[config.mk]
export PLATFORM = sky130hd
export DESIGN_NAME = stereo_seq_ctrl
export DESIGN_NICKNAME = d
export VERILOG_FILES = /design/src/rtl/stereo_seq_ctrl.sv
export SDC_FILE = /design/constraint.sdc
export NUM_CORES = 1
export LEC_CHECK = 0
export BUFFER_PORTS_ARGS = -buffer_cell sky130_fd_sc_hd__clkbuf_2
export CAP_MARGIN = 5
export CORE_ASPECT_RATIO = 0.5
export CORE_MARGIN = 3
export CORE_UTILIZATION = 40
export DETAILED_ROUTE_END_ITERATION = 7
export MAX_ROUTING_LAYER = met4
export PLACE_DENSITY = 0.67
export SLEW_MARGIN = 15
export SYNTH_ARGS = -nofsm -noshare
export SYNTH_HDL_FRONTEND = slang
export SYNTH_SLANG_ARGS = --single-unit
[constraint.sdc]
create_clock -name clk_in -period 3.8 [get_ports clk_in]
set_input_delay 0.57 -clock clk_in [delete_from_list [all_inputs] [get_ports clk_in]]
set_output_delay 0.57 -clock clk_in [all_outputs]
set_load 0.03 [all_outputs]
[src/rtl/stereo_seq_ctrl.sv]
// stereo_seq_ctrl: UART command sequencer for the stereo vision core.
// Decodes command bytes, moves image data between UART and SRAM banks and
// runs the window-load / compute / write-back disparity loop.
// Optional abort-on-0xFF support: define STEREO_SEQ_ABORT_EN.
//
// Handshake: a request (sram_req or tx_req) stays high until its 1-cycle ack.
// The transfer completes on the cycle where request and ack are both high.
// The request drops on the next cycle (gap_q), and at least one idle cycle
// always separates two requests. An ack with its request low is ignored.
module stereo_seq_ctrl #(
  parameter int ADDR_W     = 16,
  parameter int IMG_PIXELS = 4096,
  parameter int BANKS      = 3,
  parameter int BANK_W     = 2,
  parameter int WIN_L_LEN  = 9,
  parameter int WIN_R_LEN  = 25
) (
  input  logic              clk_in,
  input  logic              rst_in,
  input  logic [7:0]        cmd_in,
  input  logic              rx_drdy,
  output logic              tx_req,
  input  logic              tx_ack,
  output logic              sram_req,
  output logic              sram_we,
  input  logic              sram_ack,
  output logic [BANK_W-1:0] bank_sel,
  output logic [ADDR_W-1:0] addr_out,
  output logic              wr_data_sel,
  output logic              load_window,
  output logic              win_sel,
  output logic              disp_start,
  input  logic              disp_done,
  output logic              busy,
  output logic              done,
  output logic              cmd_err,
  output logic              rx_ovr
);
  localparam int                WIN_W      = $clog2(WIN_R_LEN + 1);
  localparam logic [ADDR_W-1:0] P_LAST     = ADDR_W'(IMG_PIXELS - 1);
  localparam logic [WIN_W-1:0]  L_LAST     = WIN_W'(WIN_L_LEN - 1);
  localparam logic [WIN_W-1:0]  R_LAST     = WIN_W'(WIN_R_LEN - 1);
  localparam logic [3:0]        BANKS_N    = 4'(BANKS);
  localparam logic [BANK_W-1:0] LEFT_BANK  = '0;
  localparam logic [BANK_W-1:0] RIGHT_BANK = BANK_W'(1);
  localparam logic [BANK_W-1:0] DISP_BANK  = BANK_W'(BANKS - 1);

  typedef enum logic [3:0] {
    S_IDLE, S_WR_RX, S_WR_MEM, S_RD_MEM, S_RD_TX,
    S_LD_L, S_LD_R, S_START, S_WAIT, S_DWR, S_FIN
  } state_t;

  state_t            state_q, state_d;
  logic [ADDR_W-1:0] p_q, p_d;          // output pixel index
  logic [ADDR_W-1:0] waddr_q, waddr_d;  // (p + i) mod IMG_PIXELS
  logic [WIN_W-1:0]  i_q, i_d;          // window pixel index
  logic [BANK_W-1:0] bank_q, bank_d;
  logic              cmd_err_q, cmd_err_d;
  logic              rx_ovr_q, rx_ovr_d;
  logic              gap_q;
  logic              sram_fire, tx_fire, cmd_legal, abort_hit;

  assign sram_fire = sram_req && sram_ack;
  assign tx_fire   = tx_req && tx_ack;
  assign cmd_legal = (((cmd_in[7:4] == 4'h1) || (cmd_in[7:4] == 4'h2)) &&
                      (cmd_in[3:0] < BANKS_N)) || (cmd_in == 8'h30);
  assign cmd_err   = cmd_err_q;
  assign rx_ovr    = rx_ovr_q;

`ifdef STEREO_SEQ_ABORT_EN
  logic abort_q, abort_d;
  assign abort_hit = rx_drdy && (cmd_in == 8'hFF) && busy;
`else
  assign abort_hit = 1'b0;
`endif

  function automatic logic [ADDR_W-1:0] wrap_inc(input logic [ADDR_W-1:0] a);
    return (a == P_LAST) ? '0 : a + ADDR_W'(1);
  endfunction

  // State register and counters; synchronous active-low reset
  always_ff @(posedge clk_in) begin
    if (!rst_in) begin
      state_q   <= S_IDLE;
      p_q       <= '0;
      waddr_q   <= '0;
      i_q       <= '0;
      bank_q    <= '0;
      cmd_err_q <= 1'b0;
      rx_ovr_q  <= 1'b0;
      gap_q     <= 1'b0;
`ifdef STEREO_SEQ_ABORT_EN
      abort_q   <= 1'b0;
`endif
    end else begin
      state_q   <= state_d;
      p_q       <= p_d;
      waddr_q   <= waddr_d;
      i_q       <= i_d;
      bank_q    <= bank_d;
      cmd_err_q <= cmd_err_d;
      rx_ovr_q  <= rx_ovr_d;
      gap_q     <= sram_fire || tx_fire;
`ifdef STEREO_SEQ_ABORT_EN
      abort_q   <= abort_d;
`endif
    end
  end

  // Next-state, counter and sticky-flag logic
  always_comb begin
    state_d   = state_q;
    p_d       = p_q;
    waddr_d   = waddr_q;
    i_d       = i_q;
    bank_d    = bank_q;
    cmd_err_d = cmd_err_q;
    rx_ovr_d  = rx_ovr_q;
`ifdef STEREO_SEQ_ABORT_EN
    abort_d   = abort_q || abort_hit;
`endif
    // Bytes arriving while not waiting for a command or data are overruns.
    if (rx_drdy && (state_q != S_IDLE) && (state_q != S_WR_RX) && !abort_hit)
      rx_ovr_d = 1'b1;
    case (state_q)
      S_IDLE: begin
        if (rx_drdy) begin
          if (cmd_legal) begin
            cmd_err_d = 1'b0;
            rx_ovr_d  = 1'b0;
            p_d       = '0;
            waddr_d   = '0;
            i_d       = '0;
            bank_d    = cmd_in[BANK_W-1:0];
            if (cmd_in[7:4] == 4'h1)      state_d = S_WR_RX;
            else if (cmd_in[7:4] == 4'h2) state_d = S_RD_MEM;
            else                          state_d = S_LD_L;
          end
`ifdef STEREO_SEQ_ABORT_EN
          else if (cmd_in != 8'hFF) cmd_err_d = 1'b1;
`else
          else cmd_err_d = 1'b1;
`endif
        end
      end
      S_WR_RX:  if (rx_drdy && !abort_hit) state_d = S_WR_MEM;
      S_WR_MEM: begin
        if (sram_fire) begin
          if (p_q == P_LAST) state_d = S_FIN;
          else begin
            p_d     = p_q + ADDR_W'(1);
            state_d = S_WR_RX;
          end
        end
      end
      S_RD_MEM: if (sram_fire) state_d = S_RD_TX;
      S_RD_TX: begin
        if (tx_fire) begin
          if (p_q == P_LAST) state_d = S_FIN;
          else begin
            p_d     = p_q + ADDR_W'(1);
            state_d = S_RD_MEM;
          end
        end
      end
      S_LD_L: begin
        if (sram_fire) begin
          if (i_q == L_LAST) begin
            i_d     = '0;
            waddr_d = p_q;
            state_d = S_LD_R;
          end else begin
            i_d     = i_q + WIN_W'(1);
            waddr_d = wrap_inc(waddr_q);
          end
        end
      end
      S_LD_R: begin
        if (sram_fire) begin
          if (i_q == R_LAST) begin
            i_d     = '0;
            state_d = S_START;
          end else begin
            i_d     = i_q + WIN_W'(1);
            waddr_d = wrap_inc(waddr_q);
          end
        end
      end
      S_START: state_d = S_WAIT;
      S_WAIT:  if (disp_done) state_d = S_DWR;
      S_DWR: begin
        if (sram_fire) begin
          if (p_q == P_LAST) state_d = S_FIN;
          else begin
            p_d     = p_q + ADDR_W'(1);
            waddr_d = p_q + ADDR_W'(1);
            state_d = S_LD_L;
          end
        end
      end
      S_FIN: begin
        state_d = S_IDLE;
`ifdef STEREO_SEQ_ABORT_EN
        abort_d = 1'b0;
`endif
      end
      default: state_d = S_IDLE;
    endcase
`ifdef STEREO_SEQ_ABORT_EN
    // Abort: let an already-raised request see its ack, then finish.
    if (abort_q && (state_q != S_IDLE) && (state_q != S_FIN)) begin
      if ((sram_req && !sram_ack) || (tx_req && !tx_ack)) state_d = state_q;
      else                                                  state_d = S_FIN;
    end
`endif
  end

  // Moore outputs decoded from the state; requests held low during the gap
  always_comb begin
    tx_req      = 1'b0;
    sram_req    = 1'b0;
    sram_we     = 1'b0;
    bank_sel    = '0;
    addr_out    = '0;
    wr_data_sel = 1'b0;
    win_sel     = 1'b0;
    disp_start  = 1'b0;
    busy        = (state_q != S_IDLE) && (state_q != S_FIN);
    done        = (state_q == S_FIN);
    case (state_q)
      S_WR_MEM: begin
        sram_req = !gap_q;
        sram_we  = 1'b1;
        bank_sel = bank_q;
        addr_out = p_q;
      end
      S_RD_MEM: begin
        sram_req = !gap_q;
        bank_sel = bank_q;
        addr_out = p_q;
      end
      S_RD_TX: begin
        tx_req   = !gap_q;
        bank_sel = bank_q;
        addr_out = p_q;
      end
      S_LD_L: begin
        sram_req = !gap_q;
        bank_sel = LEFT_BANK;
        addr_out = waddr_q;
      end
      S_LD_R: begin
        sram_req = !gap_q;
        bank_sel = RIGHT_BANK;
        addr_out = waddr_q;
        win_sel  = 1'b1;
      end
      S_START: disp_start = 1'b1;
      S_DWR: begin
        sram_req    = !gap_q;
        sram_we     = 1'b1;
        bank_sel    = DISP_BANK;
        addr_out    = p_q;
        wr_data_sel = 1'b1;
      end
      default: ;
    endcase
  end

  // Window load strobe coincides with each accepted read in the load states
  always_comb begin
    load_window = sram_fire && ((state_q == S_LD_L) || (state_q == S_LD_R));
  end
endmodule

==> results of run 1 <==
## sequential cells by signal (all words and copies together), names as in the netlist
name	cells
p_q	16
waddr_q	16
i_q	5
state_q	4
bank_q	2
cmd_err	1
gap_q	1
rx_ovr	1
## placed cells by master, fill, tap and decap left out, types with 3 or more instances in the layout
cell,instances
nand3_1,58
dfxtp_1,46
nor2_1,42
clkbuf_2,42
nand2_1,37
a21oi_1,26
o21ai_0,25
a22o_1,23
nor2b_1,12
a31oi_1,11
mux2i_1,10
o211ai_1,9
inv_1,7
o21a_1,7
and2_1,7
nand2b_1,6
and4_1,6
nor3_1,6
xnor2_1,5
nor4_1,5
and3_1,5
or3_1,5
clkbuf_16,5
buf_4,5
o31ai_1,4
o211a_1,4
nand4_1,4
or2_2,4
a21o_1,4
ha_1,4
or4_1,3
xor2_1,3
a22oi_1,3
nor3b_1,3
## how the worst max path moves through the flow
stage | slack (ns) | end | depth (start not counted) | start
final | 0.45 | addr_out[13] | 6 | state_q[1]$_SDFFE_PN0P_
after global placement | 0.92 | addr_out[5] | 6 | state_q[1]$_SDFFE_PN0P_
after global routing | 0.31 | addr_out[7] | 6 | state_q[1]$_SDFFE_PN0P_
after floorplan | 1.39 | addr_out[0] | 7 | state_q[2]$_SDFFE_PN0P_
after detailed placement | 0.80 | addr_out[14] | 6 | state_q[1]$_SDFFE_PN0P_
after CTS | 0.49 | addr_out[14] | 6 | state_q[1]$_SDFFE_PN0P_
## report_power, final
part           internal, mW  switching, mW
Clock                 0.241          0.187
Sequential            0.510         0.0632
Combinational         0.292          0.564
Total                  1.04          0.814
## logic make-up (layout without fill, tap and decap cells)
family,count (synthesis),count (layout)
and+or+nand+nor,227,227
AOI/OAI and AO/OA,144,144
DFF,46,46
buffers and inverters,45,62
muxes,10,10
xor gates and xnor gates,8,8
adders and majority gates,4,4
## final cells by class
type,instances,share of cell area
inverter,8,0.00741
sequential,46,0.227
multi-input combinational,393,0.635
timing repair buffer,47,0.0611
clock buffer,6,0.0318
tap,117,0.0361
clock inverter,1,0.00185
## per-layer routing
| layer | vias to the layer above | global-route usage | wire (um) |
|---|---|---|---|
| met5 | - | - | 0 |
| met4 | 0 | 0.0485 | 139 |
| met3 | 15 | 0.0334 | 783 |
| met2 | 151 | 0.314 | 4490 |
| met1 | 1793 | 0.297 | 5230 |
| li1 | 1842 | - | - |
## metrics by stage
stage	hold WS (ns)	power (mW)	instances
floorplan	0.471	1.28	484
global placement	0.456	1.42	611
detailed placement	0.467	1.43	611
CTS	0.483	1.86	618
global route	0.509	1.97	618
finish	0.476	1.86	618
## worst max-delay path, delay by kind of cell (launching register included)
family                 cells  cell delay, ns
AO/OA/AOI/OAI              2            0.38
buffers and inverters      2            0.44
flip-flops                 1            0.90
AND/OR/NAND/NOR            2            0.75
==> qor.yml, run 1 <==
critical_path:
  ff2ff_setup_slack_ns: 1.00
  required_ns: 3.23
  cp.arrival_ns: 2.78
  regToRegStartpoint: "state_q[3]$_SDFFE_PN0P_"
  slowest_stage: "dfxtp_1"
  critical_path.max_fanout: 26
  critPathLaunchType: "flop"
  crit_chain: "inv_1 -> nor2_1 -> o21ai_0 -> nand2_1 -> a22o_1 -> clkbuf_2"
  reg2reg_to: "p_q[6]$_SDFFE_PN0P_"
  slowest_delay_ns: 0.90
  cp-end-kind: "output pin"
  critical_path_class: "reg2out"
  worstRegToRegCells: 6
floorplan:
  start_util: 0.421
  dieArea_mm2: 0.0107
  core_mm2: 0.00892
  ios: 43
  die_x_um: 143
  rows: 24
  die_height_um: 74.5
run_status:
  status: "complete, no violations"
timing:
  period_share: 0.881
  fin_skew_ns: 0.00401
  hold_violations: 0
  slew_violations: 0
  tightest_slew_ns: 0.886
  setup_violations: 0
  rsz0062_at_grt: "false"
  max-slew-margin-rel: 0.408
  finalSetupTns_ns: 0
  min_period_ns: 3.35
  max_freq_mhz: 299
  fin_ws_ns: 0.451
yosys:
  syn_avg_cell_area_um2: 7.76
  yosysWarningCount: 0
  synthSimpleGateAreaFrac: 0.345
  synth_area_leaders: "dfxtp_1 25%, nand3_1 7.7%, a22o_1 5.4%, nor2_1 4.2%, nand2_1 3.7%"
  synth_area_mm2: 0.00375
  synthMuxAreaShare: 0.0267
  synthFlopType: "dfxtp_1"
  syn_inst: 484
  synth_xor_area_frac: 0.0187
  yosysMostFrequentCell: "nand3_1"
  ys_ff_latch: 46
  synth_edf_count: 0
  synth_fa_ha_area_frac: 0.0133
  synth_compound_gate_area_share: 0.282
  yosys.area.top_type: "dfxtp_1"
  ys_top_cells_by_count: "58 x nand3_1, 46 x dfxtp_1, 42 x nor2_1"
  syn-num-nets: 502
  ys_seq_area_frac: 0.245
  synth_top_area_frac: 0.245
  synth_top_family_by_area: "simple AND/OR/NAND/NOR gates"
  synthArstFlopShare: 0
  ys_types: 78
hold_path:
  worstHoldStart: "rx_ovr$_SDFF_PN0_"
  hold_depth: 2
  hp-class: "reg2reg"
  min_to: "rx_ovr$_SDFF_PN0_"
clock_tree:
  clock_sinks: 46
  htree_levels: 2
  cts_tree: "done"
  post-cts-setup-buffers: 0
  root_buffer: "clkbuf_16"
  cts.clk_slew.worst_paths_ns: 0.06
  ctsResizeCount: 0
  clockBufferDepth: 2
  holdBufCountCts: 0
  clock_latency_ns: 0.29
  cts_made_buffers: 5
detailed_routing:
  wl_per_cell_um: 17.2
  via_per_inst: 6.15
  postRouteAntennaNets: 0
  drt_iter0_drc: 368
  drc: 0
  vias: 3801
  firstDrtPassIters: 5
  drt-total-wl_um: 10600
global_route:
  grt_pass1_wl_um: 17300
  grt_max_degree: 37
  antenna_found_initial: 0
  track_usage: 0.210
  grt_pass1_vias: 3357
  grt_overflow_total: 0
finish:
  final_util: 0.455
  diodes: 0
  nets: 519
  register_area_um2: 921
  multi_input_area_mm2: 0.00257
  design_area_mm2: 0.00406
  layout-drive-gt1-share: 0.162
  area_growth_pct: 8.03
  n_fill_cell: 904
place:
  port_buffers: 42
  routabilityCongestion: 0.909
  dp_hpwl_um: 7750
  pre_cts_ws_ns: 0.799
  dpl_cell_area_mm2: 0.00392
power:
  leakagePower_nw: 1.54
  ir_drop_mv: 0.186
  power_density_mw_per_mm2: 458
flow_run:
  maxCapViolCount: 0
No activity file was read; power rests on OpenSTA's default activity.
==> run 2, diff against run 1 <==
--- a/config.mk
+++ b/config.mk
@@ -7,12 +7,12 @@
 export LEC_CHECK = 0
 export BUFFER_PORTS_ARGS = -buffer_cell sky130_fd_sc_hd__clkbuf_2
 export CAP_MARGIN = 5
-export CORE_ASPECT_RATIO = 0.5
+export CORE_ASPECT_RATIO = 0.6
 export CORE_MARGIN = 3
-export CORE_UTILIZATION = 40
+export CORE_UTILIZATION = 45
 export DETAILED_ROUTE_END_ITERATION = 7
 export MAX_ROUTING_LAYER = met4
-export PLACE_DENSITY = 0.67
+export PLACE_DENSITY = 0.73
 export SLEW_MARGIN = 15
 export SYNTH_ARGS = -nofsm -noshare
 export SYNTH_HDL_FRONTEND = slang
==> run 2 against run 1 <==
Critical path depth unchanged. Sequential cell count unchanged. Global-route usage up 3.4 points. Sequential power up 5.8%. Non-clock buffer count up 1. Die area down 11%. Cell count down 1.1%. Setup slack worse by 0.015 ns. Cell area up 0.19%. Register-to-register slack worse by 0.13 ns. Sequential share of layout area about the same. Largest cell class unchanged. Largest power group unchanged.
==> qor.yml, run 2 (synthesis gave the netlist of run 1 again) <==
floorplan:
  rows: 25  # +4.2%
  core_mm2: 0.00798  # -11%
  dieArea_mm2: 0.00951  # -11%
  ios: 43  # unchanged
  die_height_um: 76.7  # +3.0%
  die_x_um: 124  # -13%
  start_util: 0.471  # +0.0497
place:
  routabilityCongestion: 0.949  # +4.4%
  port_buffers: 42  # unchanged
  pre_cts_ws_ns: 0.795  # -0.00351 ns
  dpl_cell_area_mm2: 0.00392  # about the same
  dp_hpwl_um: 8400  # +8.5%
  dp_cells: 603  # -1.3%
global_route:
  grt_pass1_wl_um: 17900  # +3.4%
  grtUsageMet2: 0.320  # +0.00523
  grt_busiest_layer: "met1"
  grt_overflow_total: 0  # unchanged
  met1_usage: 0.379  # +0.0819
  track_usage: 0.244  # +0.0340
  use_met3: 0.0464  # +0.0130
  grt_max_degree: 45  # +22%
  antenna_found_initial: 0  # unchanged
  grt_pass1_vias: 3392  # +1.0%
timing:
  tightest_slew_ns: 0.919  # +0.0323 ns
  max_freq_mhz: 297  # -0.45%
  slew_violations: 0  # unchanged
  max-slew-margin-rel: 0.387  # -0.0216
  finalSetupTns_ns: 0  # unchanged
  period_share: 0.885  # +0.00400
  min_period_ns: 3.36  # +0.0152 ns
  fin_ws_ns: 0.436  # -0.0152 ns
  hold_violations: 0  # unchanged
  setup_violations: 0  # unchanged
  rsz0062_at_grt: "false"
  fin_skew_ns: 0.00504  # +0.00103 ns
finish:
  stdcell_count: 611  # -1.1%
  final_util: 0.509  # +0.0546
  layout-drive-gt1-share: 0.165  # +0.00333
  final_cell_mix: "58 x nand3_1, 46 x dfxtp_1, 42 x nor2_1, 42 x clkbuf_2, 37 x nand2_1"
  top_regs: "p_q: 16 flops, waddr_q: 16 flops, i_q: 5 flops"
  mostFrequentLayoutCell: "nand3_1"
  nets: 520  # +0.19%
  register_area_um2: 921  # unchanged
  design_area_mm2: 0.00406  # +0.19%
  area_growth_pct: 8.23
  multi_input_area_mm2: 0.00257  # unchanged
  diodes: 0  # unchanged
  n_fill_cell: 796  # -12%
clock_tree:
  clockBufferDepth: 2  # unchanged
  cts_made_buffers: 5  # unchanged
  cts.clk_slew.worst_paths_ns: 0.07  # about the same
  clock_sinks: 46  # unchanged
  holdBufCountCts: 0  # unchanged
  ctsResizeCount: 0  # unchanged
  htree_levels: 2  # unchanged
  clock_latency_ns: 0.30  # about the same
  cts_tree: "done"
  root_buffer: "clkbuf_16"
  post-cts-setup-buffers: 0  # unchanged
critical_path:
  cp-end-kind: "output pin"
  critPathLaunchType: "flop"
  slowest_delay_ns: 0.83  # -0.07 ns
  cp_top_family: "simple AND/OR/NAND/NOR gates"
  path_buf_inv: 1  # -1
  required_ns: 3.23  # about the same
  critical_path.max_fanout: 19  # -27%
  slowest_stage: "dfxtp_1"
  cp.arrival_ns: 2.79  # about the same
  crit_chain: "nand2b_1 -> nor2_1 -> o21ai_0 -> nand2_1 -> a22o_1 -> clkbuf_2"
  critical_path_class: "reg2out"
detailed_routing:
  via_per_inst: 6.44  # +4.7%
  drc: 0  # unchanged
  wl_per_cell_um: 18.7  # +8.7%
  drt-total-wl_um: 11400  # +7.5%
  drt_iter0_drc: 632  # +72%
  postRouteAntennaNets: 0  # unchanged
  firstDrtPassIters: 5  # unchanged
  vias: 3934  # +3.5%
flow_run:
  maxCapViolCount: 0  # unchanged
power:
  power_switching_mw: 0.842  # +3.4%
  ir_drop_mv: 0.244  # +31%
  swShare: 0.443  # +0.00480
  power_density_mw_per_mm2: 468  # +2.1%
  internal_power_mw: 1.06  # +1.4%
  leakagePower_nw: 1.55  # +1.0%
  pwr-share-clk: 0.240  # +0.010
  p_comb_frac: 0.441  # -0.020
  p_seq_frac: 0.319  # +0.010
run_status:
  status: "complete, no violations"
hold_path:
  hp-class: "reg2reg"
-- run 2: cell types whose count changed in the layout (fill, tap and decap cells not counted), sizes merged --
cell,before,now
clkinv,0,1
clkinvlp,1,0
clkbuf,48,49
buf,5,6
-- run 2: layer usage --
metal  share of wire  up-vias
met5               0        -
met4           0.010        0
met3            0.12       16
met2            0.40      237
met1            0.47     1832
li1                -     1849
-- run 2: worst register-to-register path, cell delays in order, from the launching register on --
cell	delay, ns
dfxtp_1	0.86
nand4bb_4	0.46
o21ai_1	0.27
and2_1	0.40
o21a_1	0.46
nand2_1	0.18
o211ai_1	0.21
-- run 2: worst paths after layout --
path / start / end / slack [ns] / depth (start not counted)
max: state_q[2]$_SDFFE_PN0P_ / addr_out[11] / 0.44 / 6
min reg2reg: rx_ovr$_SDFF_PN0_ / rx_ovr$_SDFF_PN0_ / 0.49 / 2
min: rx_ovr$_SDFF_PN0_ / rx_ovr$_SDFF_PN0_ / 0.49 / 2
max reg2reg: state_q[0]$_SDFFE_PN0P_ / p_q[6]$_SDFFE_PN0P_ / 0.87 / 6
-- run 2: per-stage QoR --
| step | hold WS [ns] | power (mW) |
|---|---|---|
| CTS | 0.498 | 1.89 |
| finish | 0.488 | 1.90 |
| detailed placement | 0.480 | 1.43 |
| floorplan | 0.471 | 1.28 |
| global route | 0.504 | 2.01 |
| global placement | 0.463 | 1.41 |
-- run 2: area by class of cell --
class | instances | share of cell area
flip-flops and latches | 46 | 0.227
clock buffers | 7 | 0.0351
well taps | 108 | 0.0333
repair buffers | 48 | 0.0628
clock inverters | 1 | 0.00123
multi-input cells | 393 | 0.634
inverters | 8 | 0.00739
-- run 2: power groups by stage --
stage | registers (mW) | logic, mW | clock network, mW
detailed placement | 0.614 | 0.821 | 0
global placement | 0.608 | 0.802 | 0
global route | 0.615 | 0.907 | 0.487
floorplan | 0.552 | 0.730 | 0
CTS | 0.603 | 0.824 | 0.465
finish | 0.606 | 0.838 | 0.456
